**src/rtl/deserializer_8bit.sv**
```systemverilog
// Serial-in/parallel-out front end: collects framed, strobed serial bits into
// a WIDTH-bit word and holds it in a one-entry valid/ready output buffer.
// Flags dropped words (sticky overrun) and frames that end mid-word (frame_err).
module deserializer_8bit #(
   parameter int WIDTH     = 8,
   parameter bit MSB_FIRST = 1'b1
) (
   input  logic             clk,
   input  logic             rst,
   input  logic             bit_en,
   input  logic             frame,
   input  logic             sdi,
   input  logic             out_ready,
   input  logic             clr_overrun,
   output logic [WIDTH-1:0] out_data,
   output logic             out_valid,
   output logic             overrun,
   output logic             frame_err,
   output logic             busy
);

   localparam int CW = (WIDTH > 1) ? $clog2(WIDTH) : 1;
   localparam logic [CW-1:0] LAST_BIT = CW'(WIDTH - 1);

   typedef enum logic {
      IDLE  = 1'b0,
      SHIFT = 1'b1
   } state_t;

   state_t           state_r, state_s;
   logic [WIDTH-1:0] shift_r, shift_s;
   logic [WIDTH-1:0] shifted_s;
   logic [CW-1:0]    cnt_r, cnt_s;
   logic [WIDTH-1:0] data_r, data_s;
   logic             valid_r, valid_s;
   logic             overrun_r, overrun_s;
   logic             ferr_r, ferr_s;
   logic             busy_r;
   logic             word_done_s;
   logic             load_s;
   logic             ovr_set_s;

   // Shift register contents after taking in the current sdi bit.
   always_comb begin
      shifted_s = shift_r;
      if (MSB_FIRST) begin
         shifted_s = {shift_r[WIDTH-2:0], sdi};
      end else begin
         shifted_s = {sdi, shift_r[WIDTH-1:1]};
      end
   end

   // Framing FSM: next state, bit sampling, word completion and abort detection.
   always_comb begin
      state_s     = state_r;
      shift_s     = shift_r;
      cnt_s       = cnt_r;
      word_done_s = 1'b0;
      ferr_s      = 1'b0;
      case (state_r)
         IDLE, SHIFT: begin
            if (frame) begin
               // The entry cycle from IDLE already samples a strobed bit.
               state_s = SHIFT;
               if (bit_en) begin
                  shift_s = shifted_s;
                  if (cnt_r == LAST_BIT) begin
                     cnt_s       = {CW{1'b0}};
                     word_done_s = 1'b1;
                  end else begin
                     cnt_s = cnt_r + {{(CW-1){1'b0}}, 1'b1};
                  end
               end else begin
                  cnt_s = cnt_r;
               end
            end else begin
               // Frame ended: drop any partial word; flag it only if bits were pending.
               state_s = IDLE;
               ferr_s  = (state_r == SHIFT) && (cnt_r != {CW{1'b0}});
               shift_s = {WIDTH{1'b0}};
               cnt_s   = {CW{1'b0}};
            end
         end
         default: begin
            state_s = IDLE;
            shift_s = {WIDTH{1'b0}};
            cnt_s   = {CW{1'b0}};
         end
      endcase
   end

   // Output buffer: load on completion when free or being drained, else flag overrun.
   always_comb begin
      load_s    = word_done_s && (!valid_r || out_ready);
      ovr_set_s = word_done_s && valid_r && !out_ready;
      data_s    = data_r;
      valid_s   = valid_r;
      if (load_s) begin
         data_s  = shifted_s;
         valid_s = 1'b1;
      end else if (valid_r && out_ready) begin
         valid_s = 1'b0;
      end else begin
         valid_s = valid_r;
      end
      // A new overrun outranks a simultaneous clear.
      if (ovr_set_s) begin
         overrun_s = 1'b1;
      end else if (clr_overrun) begin
         overrun_s = 1'b0;
      end else begin
         overrun_s = overrun_r;
      end
   end

   // State and output registers with synchronous reset.
   always_ff @(posedge clk) begin
      if (rst) begin
         state_r   <= IDLE;
         shift_r   <= {WIDTH{1'b0}};
         cnt_r     <= {CW{1'b0}};
         data_r    <= {WIDTH{1'b0}};
         valid_r   <= 1'b0;
         overrun_r <= 1'b0;
         ferr_r    <= 1'b0;
         busy_r    <= 1'b0;
      end else begin
         state_r   <= state_s;
         shift_r   <= shift_s;
         cnt_r     <= cnt_s;
         data_r    <= data_s;
         valid_r   <= valid_s;
         overrun_r <= overrun_s;
         ferr_r    <= ferr_s;
         busy_r    <= (state_s == SHIFT);
      end
   end

   assign out_data  = data_r;
   assign out_valid = valid_r;
   assign overrun   = overrun_r;
   assign frame_err = ferr_r;
   assign busy      = busy_r;

endmodule

```
**config.mk**
```make
export PLATFORM = sky130hd
export DESIGN_NAME = deserializer_8bit
export DESIGN_NICKNAME = d
export VERILOG_FILES = /design/src/rtl/deserializer_8bit.sv
export SDC_FILE = /design/constraint.sdc
export NUM_CORES = 1
export LEC_CHECK = 0
export ABC_CLOCK_PERIOD_IN_PS = 1450
export CORE_MARGIN = 2
export CORE_UTILIZATION = 44
export CTS_BUF_LIST = sky130_fd_sc_hd__clkbuf_16
export CTS_CLUSTER_DIAMETER = 150
export DETAILED_ROUTE_END_ITERATION = 12
export PLACE_DENSITY = 0.74
export SYNTH_ARGS = -nofsm -noshare
export SYNTH_HDL_FRONTEND = slang
export SYNTH_SLANG_ARGS = --single-unit
```
**constraint.sdc**
```tcl
create_clock -name clk -period 1.45 [get_ports clk]
set_clock_uncertainty 0.1 [all_clocks]
set_input_delay 0.29 -clock clk [delete_from_list [all_inputs] [get_ports clk]]
set_output_delay 0.29 -clock clk [all_outputs]
set_load 0.05 [all_outputs]
```
==> impl_results.md, run 1 <==
- Status: completed
- Post-synthesis sequential area ratio: around 48%
- CTS H-Tree Depth: 1
- Commonest non-fill, non-tap cell in the layout: dfxtp_1
- Initial Util: 46.7%
- Largest net degree at the start of global routing: 14
- CTS sink cnt: 22
- Final min period: 1.35 ns
- Post-route antenna net violation count: 0
- Worst hold-check path type: flip-flop to flip-flop
- GRT overflow: 0
- Root Buffer: clkbuf_16
- Final WL: 1.87 mm
- CP Launch Type: flip-flop
- Ys Warns: 0
- Row count: 16
- Post-Syn Area: 917 µm²
- Vias in the first global route: about 730
- Top sig layer: met4
- Setup Fix Bufs, Post-CTS: 0
- Clock buffer depth: 2
- DRC violations left: 0
- Number of fill cells in the layout: roughly 140
- Initial DRC count: 9
- Clk_lat worst skew: between 0.2 and 0.3 ns
- Arr. time, crit path: 1.43 ns
- Number of synthesized register bits: 22
- Final slew viol count: 0
- RSZ-0062 raised after global routing: false
- Final Cycle Share: 92.9%
- CTS Buf Count: 3
- Syn Area/Cell: 10.3 µm²
- CP Data Required Time: ~1.5 ns
- Post-DP HPWL: about 1.3 mm
- Initial antenna violation count: 0
- Final Instance Area: 1440 µm²
- Reg clk slew, reported paths: around 0.06 ns
- Die area: between 2000 and 2500 µm²
- Die W: 49.7 µm
- Post-synth net total: 99
- Multi-input logic area: between 400 and 500 µm²
- Total iterations of the first detailed-routing run: 4
- Yosys cell types: 16
- Via-per-instance ratio: 4.80
- Setup Viol. Count Final: 0
- GPL Wtd Cong: 0.712
- Core area: 1960 µm²
- Average wire per standard cell: 13.1 µm
- IO Port Bufs: 18
- Type of the worst setup path: flip-flop to flip-flop
- Synthesis-to-finish area growth: 57.2%
- GRT Overall Usage: 17.8%
- Final hold violation count: 0
- DR WL met2: 887 µm
- Register area: 443 µm²
- Most frequent cells in the layout: 20 x dfxtp_1, 19 x nand2b_1, 17 x mux2i_1, 12 x buf_12, 11 x nor2_1
- First-pass GRT wire length: roughly 3.3 mm
- Worst-Margin Slew: 0.251 ns
- Placed Area: 1300 µm²
- Routed met3 length: about 57 µm
- Vias: 686
- Pleak: approximately 0.55 nW
- Ratio of cells with drive above 1 in the final layout: 26.7%
- # IOs: 19
- Max Cap Violations: 0
- CP Capture Type: flip-flop
- Setup TNS: 0 ns
- Peak supply drop: 0.000849 V
- Syn Inst Count: 89
- Antenna cell count: 0
- Die height: ~50 µm
- CP Max Fanout: 8
- Relative slew slack: 83.1%
- Clock tree from TritonCTS: yes
- FMAX: 742 MHz
- Metal-1 WL: 868 µm
- Layout Nets: about 130
- PD cells: slightly above 1000 nW/µm²
- Hold buffers post-CTS: 0
-- metal layers --
layer / vias up / track usage (%)
met1: 323 / 21.6
met5: - / 0
met2: 16 / 28.7
met3: 6 / 3.64
met4: 0 / 11.1
li1: 341 / -
-- synthesized netlist by cell type, drive strengths merged --
library cell,count,area (µm²)
mux2i,17,170
dfxtp,22,440
buf,2,10.0
a31oi,1,6.26
ha,3,37.5
nor3b,1,7.51
nand2b,19,119
nor4b,1,8.76
inv,4,15.0
nor2,12,61.3
a21oi,2,10.0
clkbuf,2,7.51
and2b,1,7.51
nand3,1,10.0
nor2b,1,6.26
-- layout make-up --
class                           instances  share of cell area [%]
Multi-Input combinational cell         59                    33.1
Sequential cell                        22                    30.7
Timing Repair Buffer                   27                    25.5
Clock buffer                            3                    5.21
Tap cell                               27                    2.34
Clock inverter                          1                    2.08
Inverter                                4                    1.04
-- flip-flops by register name, summed over array words and instances (netlist names) --
| register | flops |
|---|---|
| shift_r | 7 |
| out_valid | 1 |
| busy | 1 |
| overrun | 1 |
| frame_err | 1 |
| cnt_r | 3 |
| out_data | 8 |
-- kinds of logic (layout without fill, tap and decap cells) --
group                    after synthesis  in the layout  synth area share (%)
buffers and inverters                  8             35                  3.55
AND/OR/NAND/NOR                       36             36                  24.0
flip-flops                            22             22                  48.0
adder cells (fa/ha/maj)                3              3                  4.09
multiplexers                          17             17                  18.6
AO/OA/AOI/OAI                          3              3                  1.77
-- final timing paths --
kind / startpoint / slack (ns) / end / cells past startpoint
min reg2reg: shift_r[6] / 0.40 / out_data[7] / 2
max reg2reg: cnt_r[1] / 0.10 / out_data[0] / 5
min: shift_r[6] / 0.40 / out_data[7] / 2
max: cnt_r[1] / 0.10 / out_data[0] / 5
-- through the flow --
stage | utilization [%] | std cells | hold slack, ns | power (mW) | worst slack [ns]
2_1_floorplan | - | 89 | 0.267 | 0.669 | 0.0833
3_3_place_gp | 66.3 | 139 | 0.380 | 0.713 | -0.102
3_5_place_dp | 66.3 | 139 | 0.373 | 0.714 | -0.126
4_1_cts | 72.2 | 143 | 0.391 | 1.48 | 0.00782
5_1_grt | 73.5 | 143 | 0.420 | 1.53 | 0.0139
6_report | 73.5 | 143 | 0.398 | 1.48 | 0.103
-- worst max-delay path, stage by stage, from the launching register on --
cell and delay, ns:
dfxtp_2 0.36, ha_4 0.14, ha_4 0.14, nand3_4 0.10
nor2_8 0.22, mux2i_1 0.21
-- what timing repair did --
item,CTS,global route
resized for setup,2,5
setup endpoints to repair,8,8
pin swaps,1,1
-- report_power, final --
part	internal, mW	total, mW	switching [mW]	leakage [nW]
sequential	0.609	0.614	0.00434	0.179
clock	0.548	0.774	0.225	0.0511
combinational	0.0527	0.0922	0.0395	0.321
Note: power is estimated with default switching activity, not from simulation.
==> run 2: changes to the inputs <==
--- a/config.mk
+++ b/config.mk
@@ -7,11 +7,13 @@
 export LEC_CHECK = 0
 export ABC_CLOCK_PERIOD_IN_PS = 1450
 export CORE_MARGIN = 2
-export CORE_UTILIZATION = 44
+export CORE_UTILIZATION = 53
 export CTS_BUF_LIST = sky130_fd_sc_hd__clkbuf_16
 export CTS_CLUSTER_DIAMETER = 150
 export DETAILED_ROUTE_END_ITERATION = 12
-export PLACE_DENSITY = 0.74
+export DONT_BUFFER_PORTS = 1
+export PLACE_DENSITY = 0.72
+export SKIP_LAST_GASP = 1
 export SYNTH_ARGS = -nofsm -noshare
 export SYNTH_HDL_FRONTEND = slang
 export SYNTH_SLANG_ARGS = --single-unit
==> run 2 against run 1 <==
Worst hold slack lost 0.39 ns. First-iteration DRC count is the same. Clock power shrank 2%. Total power shrank 4.3%. Setup slack lost 0.033 ns. Clock-buffer cell count is the same. Fmax shrank 2.4%. Sequential power is essentially flat. Core utilization shrank 8.9 points. Largest power group unchanged. Highest routed layer unchanged.
==> impl_results.md, run 2 (synthesis results as in run 1) <==
- Status: completed
- Reg2reg path depth: 5 (unchanged)
- Pint: 1.18 mW (-2.4%)
- # IOs: 19 (unchanged)
- Pleak: 0.414 nW (-25%)
- Worst-Margin Slew: 0.510 ns (+0.259 ns)
- CTS H-Tree Depth: 1 (unchanged)
- CP Capture Type: flip-flop
- Placed Area: 951 µm² (-27%)
- R2r startpoint: cnt_r[1]
- CTS Buf Count: 3 (unchanged)
- Cells after DPL: 106 (-24%)
- Reg2Reg Setup Slack: 0.07 ns (-0.03 ns)
- Min Hold Slack: 0.00496 ns (-0.393 ns)
- Die height: 45.6 µm (-8.2%)
- Flop pwr share: 43.3% (+1.8 points)
- Relative slew slack: 66.0% (-17 points)
- Initial antenna violation count: 0 (unchanged)
- GRT overflow: 0 (unchanged)
- Average wire per standard cell: 12.8 µm (-2.2%)
- Initial Util: 54.9% (+8.2 points)
- GRT met3 Usage: 4.37% (+0.73 points)
- Setup Fix Bufs, Post-CTS: 0 (unchanged)
- Final Instance Area: 1080 µm² (-25%)
- Finished Layout Cells: 111 (-22%)
- Worst hold-check path type: input port to flip-flop
- Final WL: 1.42 mm (-24%)
- Final slew viol count: 0 (unchanged)
- GPL Wtd Cong: 0.658 (-7.6%)
- Global Route met2 Usage: 24.8% (-3.9 points)
- HP Start: rst
- Max Cap Violations: 0 (unchanged)
- M1 GR Usage: 16.7% (-5.0 points)
- Clock power share: 53.8% (+1.5 points)
- Vias in the first global route: 528 (-27%)
- Post-route antenna net violation count: 0 (unchanged)
- FMAX: 724 MHz (-2.4%)
- Crit path largest cell delay: 0.34 ns (-0.02 ns)
- CTS sink cnt: 22 (unchanged)
- Switching Power: 0.235 mW (-13%)
- Worst hold stages: 1 (-1)
- Core area: 1670 µm² (-15%)
- CP Launch Type: flip-flop
- CP Data Required Time: 1.53 ns (about the same)
- Antenna cell count: 0 (unchanged)
- Layout Nets: 105 (-17%)
- Synthesis-to-finish area growth: 17.6%
- Via-per-instance ratio: 5.23 (+8.9%)
- Worst path slowest cell: dfxtp_2
- Post-DP HPWL: 960 µm (-24%)
- GRT Overall Usage: 14.9% (-2.9 points)
- Final min period: 1.38 ns (+0.0335 ns)
- Number of fill cells in the layout: 140 (-2.8%)
- Die area: 2080 µm² (-16%)
- Critical path, cell by cell: ha_1 > ha_2 > nand3_4 > nor2_8 > mux2i_1
- Vias: 580 (-15%)
- Row count: 15 (-1)
- Final Cycle Share: 95.2% (+2.3 points)
- IO Port Bufs: 0 (-18)
- Clock buffer depth: 2 (unchanged)
- Most frequent cells in the layout: 20 x dfxtp_1, 19 x nand2b_1, 17 x mux2i_1, 11 x nor2_1
- Grt peak-use layer: met2
- Final hold violation count: 0 (unchanged)
- Max reg flops: 8 (unchanged)
- Multi-input logic area: 454 µm² (-4.7%)
- Root Buffer: clkbuf_16
- Hold Path Sink: out_valid
- Ratio of cells with drive above 1 in the final layout: 13.8% (-13 points)
- Arr. time, crit path: 1.46 ns (+0.03 ns)
- Commonest non-fill, non-tap cell in the layout: dfxtp_1
- Power share of the combinational group: 2.9% (-3.3 points)
- FF-to-FF End: out_data[7]
- First-pass GRT wire length: 2.19 mm (-33%)
- Clk_lat worst skew: 0.25 ns (about the same)
- Die W: 45.6 µm (-8.2%)
- Peak supply drop: 0.000805 V (-5.2%)
- Initial DRC count: 9 (unchanged)
- Switch share: 16.6% (-1.6 points)
- Type of the worst setup path: flip-flop to flip-flop
- Total iterations of the first detailed-routing run: 3 (-1)
- PD cells: 1310 nW/µm² (+28%)
- Register area: 443 µm² (unchanged)
- CP Max Fanout: 8 (unchanged)
- DRC violations left: 0 (unchanged)
- Setup Viol. Count Final: 0 (unchanged)
- Tot Pwr: 1.42 mW (-4.3%)
- Largest net degree at the start of global routing: 21 (+7)
- Clock tree from TritonCTS: yes
- Reg clk slew, reported paths: 0.06 ns (about the same)
## run 2: changes by cell type in the layout (fill, tap and decap cells not counted)
| cell | previous run | this run |
|---|---|---|
| ha_1 | 1 | 2 |
| ha_2 | 0 | 1 |
| ha_4 | 2 | 0 |
| buf_12 | 12 | 0 |
| clkdlybuf4s50_1 | 6 | 0 |
| dlygate4sd3_1 | 0 | 1 |
| buf_4 | 9 | 4 |
## run 2: layout make-up
type	count	share of cell area [%]
clock buffers	3	6.96
clock inverters	1	2.78
inverters	4	1.39
multi-input cells	59	42.1
flip-flops and latches	22	41.1
well taps	17	1.97
repair buffers	5	3.71
## run 2: worst max path at each step
stage	startpoint	endpoint	slack, ns	cells after the start
floorplan	cnt_r[0]	out_data[0]	0.08	5
global placement	cnt_r[1]	out_data[7]	0.06	5
detailed placement	cnt_r[1]	out_data[5]	0.02	5
CTS	cnt_r[1]	out_data[7]	0.009	5
global route	cnt_r[1]	out_data[1]	-0.002	5
finish	cnt_r[1]	out_data[7]	0.07	5
## run 2: power by group through the flow
stage	Clock, mW	Sequential, mW	Combinational [mW]
global route	0.802	0.613	0.0445
finish	0.762	0.613	0.0416
CTS	0.776	0.612	0.0392
detailed placement	0	0.626	0.0392
global placement	0	0.626	0.0384
floorplan	0	0.631	0.0379
## run 2: stage by stage
stage               util, %  setup WS (ns)   TNS, ns
CTS                    63.2        0.00857         0
detailed placement     56.9         0.0202         0
global route           64.6       -0.00238  -0.00238
finish                 64.6         0.0697         0
floorplan                 -         0.0833         0
global placement       56.9         0.0555         0
## run 2: critical path, delay by kind of cell (launching register included)
family                     cells  cell delay, ns
muxes                          1            0.21
DFF                            1            0.34
and+or+nand+nor                2            0.31
adders and majority gates      2            0.35
## run 2: timing repair
action | 4_1_cts | 5_1_grt
resized for setup | 0 | 4
pin swaps | 1 | 2
endpoints found under the setup margin | 6 | 8
endpoints found under the hold margin | 0 | 1
hold buffers | 0 | 1
## run 2: layer usage
metal | vias up | part of all wire, %
li1 | 301 | -
met2 | 13 | 47
met5 | - | 0
met4 | 0 | 1.8
met1 | 262 | 46
met3 | 4 | 4.7
==> run 3: changes to the inputs <==
--- a/config.mk
+++ b/config.mk
@@ -7,12 +7,13 @@
 export LEC_CHECK = 0
 export ABC_CLOCK_PERIOD_IN_PS = 1450
 export CORE_MARGIN = 2
-export CORE_UTILIZATION = 53
+export CORE_UTILIZATION = 50
 export CTS_BUF_LIST = sky130_fd_sc_hd__clkbuf_16
 export CTS_CLUSTER_DIAMETER = 150
 export DETAILED_ROUTE_END_ITERATION = 12
 export DONT_BUFFER_PORTS = 1
-export PLACE_DENSITY = 0.72
+export GPL_ROUTABILITY_DRIVEN = 0
+export PLACE_DENSITY = 0.69
 export SKIP_LAST_GASP = 1
 export SYNTH_ARGS = -nofsm -noshare
 export SYNTH_HDL_FRONTEND = slang
==> run 3 against run 2 <==
Clock power hardly changed. Via count is 3.1% higher. Worst hold slack better by 0.0015 ns. Total power is 0.36% lower. Global-route usage is 0.30 points higher. Combinational power is 19% lower. Fmax is 0.77% higher. First-iteration DRC count is 22% lower. Die area is 5.5% higher. Clock-buffer cell count stayed put. Setup slack better by 0.011 ns. Sequential share of layout area is 0.91 points lower.
==> impl_results.md, run 3 (synthesis results as in run 1) <==
- Reg2reg path depth: 5 (unchanged)
- CP Data Required Time: 1.53 ns (about the same)
- Initial DRC count: 7 (-2)
- CP Max Fanout: 8 (unchanged)
- Average wire per standard cell: 12.4 µm (-2.6%)
- Clock power share: 53.8% (about the same)
- Row count: 15 (unchanged)
- Reg clk slew, reported paths: 0.06 ns (about the same)
- Worst hold-check path type: input port to flip-flop
- Arr. time, crit path: 1.45 ns (about the same)
- Status: completed
- Max reg flops: 8 (unchanged)
- RSZ-0062 raised after global routing: false
- FMAX: 730 MHz (+0.77%)
- Vias: 598 (+3.1%)
- GRT Overall Usage: 15.2% (+0.30 points)
- Setup Viol. Count Final: 0 (unchanged)
- Reg2Reg Setup Slack: 0.08 ns (about the same)
- Layout Nets: 105 (unchanged)
- # IOs: 19 (unchanged)
- Core area: 1730 µm² (+3.4%)
- CTS H-Tree Depth: 1 (unchanged)
- CP Capture Type: flip-flop
- Clock tree from TritonCTS: yes
- Root Buffer: clkbuf_16
- Min Hold Slack: 0.00646 ns (+0.00150 ns)
- First-pass GRT wire length: 2.36 mm (+7.9%)
- Final hold violation count: 0 (unchanged)
- Vias in the first global route: 549 (+4.0%)
- Post-DP HPWL: 1.00 mm (+4.6%)
- Relative slew slack: 64.9% (-1.1 points)
- Die height: 46.8 µm (+2.7%)
- Most frequent cells in the layout: 21 x dfxtp_1, 19 x nand2b_1, 17 x mux2i_1, 11 x nor2_1
- Final WL: 1.48 mm (+4.4%)
- Pleak: 0.411 nW (-0.69%)
- Pint: 1.18 mW (-0.18%)
- Final slew viol count: 0 (unchanged)
- Synthesis-to-finish area growth: 19.9%
- Ratio of cells with drive above 1 in the final layout: 13.8% (unchanged)
- Commonest non-fill, non-tap cell in the layout: dfxtp_1
- Worst-Margin Slew: 0.526 ns (+0.0159 ns)
- Final min period: 1.37 ns (-0.0105 ns)
- Final Instance Area: 1100 µm² (+2.0%)
- Max Cap Violations: 0 (unchanged)
- IO Port Bufs: 0 (unchanged)
- HP Start: rst
- Clock buffer depth: 2 (unchanged)
- Final Cycle Share: 94.5% (-0.73 points)
- Power share of the combinational group: 2.4% (-0.5 points)
- Post-route antenna net violation count: 0 (unchanged)
- Die W: 46.8 µm (+2.7%)
- Clk_lat worst skew: 0.25 ns (about the same)
- Place WS: -0.00689 ns (-0.0271 ns)
- CTS Buf Count: 3 (unchanged)
- CP Launch Type: flip-flop
- Hold Path Sink: out_valid
- Die area: 2190 µm² (+5.5%)
- Initial antenna violation count: 0 (unchanged)
- R2r startpoint: cnt_r[1]
- Via-per-instance ratio: 5.03 (-3.8%)
- Worst hold stages: 1 (unchanged)
- Setup Fix Bufs, Post-CTS: 0 (unchanged)
- Largest net degree at the start of global routing: 21 (unchanged)
- Initial Util: 53.1% (-1.8 points)
- Setup TNS: 0 ns (unchanged)
- Peak supply drop: 0.000680 V (-15%)
- Number of fill cells in the layout: 147 (+5.0%)
- DRC violations left: 0 (unchanged)
- Type of the worst setup path: flip-flop to flip-flop
- Placed Area: 961 µm² (+1.1%)
- CTS sink cnt: 22 (unchanged)
- Switch share: 16.4% (-0.15 points)
- Total iterations of the first detailed-routing run: 4 (+1)
- Flop pwr share: 43.8% (+0.5 points)
- Final worst slack: 0.0802 ns (+0.0105 ns)
- Tot Pwr: 1.41 mW (-0.36%)
- Switching Power: 0.232 mW (-1.3%)
- FF-to-FF End: out_data[3]
- Antenna cell count: 0 (unchanged)
- PD cells: 1280 nW/µm² (-2.3%)
- GRT overflow: 0 (unchanged)
## run 3: cell types whose count changed in the layout (fill, tap and decap cells not counted)
| cell | previous run | this run |
|---|---|---|
| dfxtp_1 | 20 | 21 |
| dfxtp_2 | 2 | 1 |
| ha_1 | 2 | 1 |
| ha_4 | 0 | 1 |
## run 3: cell type report
cell class	count	area [µm²]	share of cell area, %
flip-flops and latches	22	442	40.2
clock buffers	3	75.1	6.83
inverters	4	15.0	1.37
clock inverters	1	30.0	2.73
multi-input cells	59	467	42.4
repair buffers	5	40.0	3.64
well taps	25	31.3	2.84
## run 3: how the worst max path moves through the flow
stage	slack [ns]	to	startpoint
floorplan	0.08	out_data[0]	cnt_r[0]
global route	0.002	out_data[7]	cnt_r[1]
finish	0.08	out_data[3]	cnt_r[1]
detailed placement	-0.007	out_data[3]	cnt_r[1]
CTS	0.0006	out_data[7]	cnt_r[1]
global placement	0.04	out_data[7]	cnt_r[1]
## run 3: timing repair
action | 4_1_cts | 5_1_grt
hold buffers | 1 | 0
pin swaps | 1 | 2
endpoints found under the hold margin | 1 | 0
endpoints found under the setup margin | 8 | 8
gates resized for setup | 0 | 5
## run 3: power by group through the flow
stage | Clock [mW] | Sequential (mW) | Combinational [mW]
after floorplan | 0 | 0.631 | 0.0379
after global placement | 0 | 0.631 | 0.0311
after detailed placement | 0 | 0.631 | 0.0318
after CTS | 0.769 | 0.618 | 0.0340
after global routing | 0.795 | 0.618 | 0.0379
final | 0.759 | 0.618 | 0.0339
## run 3: routing by layer
metal / wire length, µm / GRT usage, % / share of wire (%) / up-vias
li1: - / - / - / 299
met4: 11 / 8.33 / 0.74 / 0
met5: 0 / 0 / 0 / -
met2: 719 / 24.4 / 49 / 15
met1: 664 / 19.4 / 45 / 282
met3: 83 / 2.69 / 5.6 / 2
## run 3: metrics by stage
stage,utilization [%],std cells
after floorplan,-,89
after global placement,55.7,114
after detailed placement,55.7,114
after CTS,62.3,119
after global routing,63.7,119
final,63.7,119
## run 3: worst max-delay path: stages, from the launching register on
cell and delay [ns]:
dfxtp_2 0.35, ha_2 0.19, ha_4 0.14, nand3_4 0.09
nor2_8 0.22, mux2i_1 0.20
==> variant: new RTL, settings of run 2 <==
Change the parameter `WIDTH` from 8 to 16.
--- a/src/rtl/deserializer_8bit.sv
+++ b/src/rtl/deserializer_8bit.sv
@@ -2,7 +2,7 @@
 // a WIDTH-bit word and holds it in a one-entry valid/ready output buffer.
 // Flags dropped words (sticky overrun) and frames that end mid-word (frame_err).
 module deserializer_8bit #(
-   parameter int WIDTH     = 8,
+   parameter int WIDTH     = 16,
    parameter bit MSB_FIRST = 1'b1
 ) (
    input  logic             clk,
Interface: changed (resized out_data); port bits go from 19 to 27. The function was not compared with the original's and may differ.
==> variant against run 2 <==
Largest cell class is now flip-flops and latches; area after synthesis up 74%; maximum frequency down 5.1%; the flow now finishes with violations (DRC, setup timing); routed wire length up 100%; sequential cell count up 17; core utilization up 2.7 points; cell area up 75%; setup slack worse by 0.075 ns; total power up 66%.
==> variant: results (changes against run 2) <==
Drt
  • Via density: 5.33 (+2.0%)
  • Max Used Layer: met4
  • Residual DRC count: 2 (+2)
  • M1 wire length: 1.28 mm (+95%)
  • Pre-antenna DRT Iters: 8 (+5)
  • DRT iter0 DRCs: 55 (+46)
  • Drt total wl: 2.89 mm (+100%)
  • Routed wire length on met3: 208 um (+220%)
  • Met2 wire length: 1.36 mm (+100%)

GRT
  • Maximum number of pins on one net before global-route repair: 38 (+81%)
  • Initial antenna violation count: 0 (unchanged)
  • Gr usage total: 0.183 (+0.0336)
  • Number of global-route vias before repair: 1050 (+99%)
  • First-pass GRT wire length: 4.62 mm (+110%)

Pwr
  • Leak Pwr: 0.701 nW (+70%)
  • Max VDD drop: 851 uV (+5.7%)

Finish
  • Max reg flops: 16 (+8)
  • Fillers: 217 (+55%)
  • Layout Cells excl Fill: 200 (+80%)
  • Net count, final: 177 (+69%)
  • Layout cell share with drive strength beyond 1: 0.154 (+0.0155)

Placed design
  • Cells after DPL: 188 (+77%)
  • RD Place Congestion: 0.767 (+17%)
  • DP Area: 0.00166 mm2 (+74%)
  • HPWL after detailed placement: 1.78 mm (+86%)

Worst hold path
  • Worst hold path class: in2reg

Yosys
  • Syn_nets: 167 (+69%)
  • Ys async rst share: 0 (unchanged)
  • Top cells by area, synth: dfxtp_1 49%, mux2i_1 20%, nand2b_1 13%
  • Sequential area share after synthesis: 0.489 (+0.00881)
  • Post-synth top cells: 39 x dfxtp_1, 34 x nand2b_1, 32 x mux2i_1
  • YS warnings: 0 (unchanged)
  • XOR/XNOR Fraction of Synth Area: 0.00549 (+0.00549)
  • Distinct cells, synth: 21 (+5)
  • Mapped Cells: 158 (+78%)
  • Post-Synth Adder-Cell Area: 0.0157 (-0.0253)
  • Compound-Gate Fraction of Synth Area: 0.0235 (+0.00578)
  • Multiplexer share of the synthesized area: 0.201 (+0.0151)

Timing
  • Setup ws final: -0.00513 ns (-0.0748 ns)
  • Max-Slew Margin vs Limit: 0.645 (-0.0148)
  • Finish-stage setup viols: 6 (+6)
  • Post-Route Setup TNS: -0.0150 ns (-0.0150 ns)

Flow run
  • Max Cap Viol: 0 (unchanged)

Run status
  • Status: finished, violations left
  • Failing checks: DRC, setup timing

Critical path
  • Worst Path Max Fanout: 8 (unchanged)
  • Critical Path AT: 1.57 ns (+0.11 ns)

Clock tree
  • CTS Buffer Depth: 2 (unchanged)
  • Root cell of the clock tree: clkbuf_16
  • Worst-Skew Late Latency: 0.28 ns (+0.03 ns)
  • Clock buffer count from CTS: 5 (+2)
  • H-tree levels: 2 (+1)
[variant: logic make-up after synthesis]
| group | Yosys count |
|---|---|
| AOI/OAI and AO/OA | 7 |
| xor gates and xnor gates | 1 |
| adders and majority gates | 2 |
| buffers and inverters | 13 |
| DFF | 39 |
| muxes | 32 |
| and+or+nand+nor | 64 |
[variant: worst paths after layout]
| path | start | cells past startpoint | to |
|---|---|---|---|
| min reg2reg | out_data[0] | 2 | out_data[0] |
| min | rst | 1 | overrun |
| max reg2reg | cnt_r[0] | 5 | out_data[10] |
| max | cnt_r[0] | 5 | out_data[10] |
[variant: cell type report]
| type | count | area [um2] | area share |
|---|---|---|---|
| flip-flops and latches | 39 | 785 | 0.416 |
| multi-input cells | 106 | 759 | 0.402 |
| repair buffers | 13 | 130 | 0.0689 |
| clock buffers | 5 | 125 | 0.0663 |
| clock inverters | 3 | 38.8 | 0.0205 |
| well taps | 31 | 38.8 | 0.0205 |
| inverters | 3 | 11.3 | 0.00596 |
[variant: worst max-delay path: stages (launching register included)]
cell and delay (ns):
dfxtp_2 0.35, ha_4 0.16, and3_4 0.18, and3b_2 0.25
clkbuf_16 0.18, mux2i_1 0.17
[variant: layer usage]
layer  GRT usage  up-vias
li1            -      534
met1       0.220      494
met2       0.268       32
met3      0.0901        6
met4      0.0942        0
met5           0        -
[variant: report_power, final]
| group | switching [mW] | leakage [nW] | total (mW) | internal [mW] |
|---|---|---|---|---|
| Sequential | 0.00971 | 0.316 | 1.09 | 1.08 |
| Clock | 0.411 | 0.0812 | 1.21 | 0.801 |
| Combinational | 0.0184 | 0.304 | 0.0544 | 0.0360 |
| Total | 0.439 | 0.701 | 2.35 | 1.91 |
[variant: per-stage QoR]
| step | util | worst slack (ns) | hold slack (ns) | total power [mW] |
|---|---|---|---|---|
| after detailed placement | 0.591 | -0.00907 | 0.259 | 1.16 |
| after floorplan | - | 0.0109 | 0.337 | 1.17 |
| after global routing | 0.673 | -0.0630 | 0.0353 | 2.42 |
| after CTS | 0.653 | -0.0241 | 0.0191 | 2.36 |
| final | 0.673 | -0.00513 | 0.0308 | 2.35 |
| after global placement | 0.591 | 0.0422 | 0.257 | 1.16 |
[variant: what timing repair did]
| action | in CTS | in global routing |
|---|---|---|
| gates resized for setup | 0 | 3 |
| setup endpoints to repair | 15 | 16 |
| buffers inserted | 0 | 2 |
| endpoints found under the hold margin | 1 | 0 |
| pin swaps | 0 | 2 |
| hold buffers | 1 | 0 |
| gates cloned | 0 | 1 |
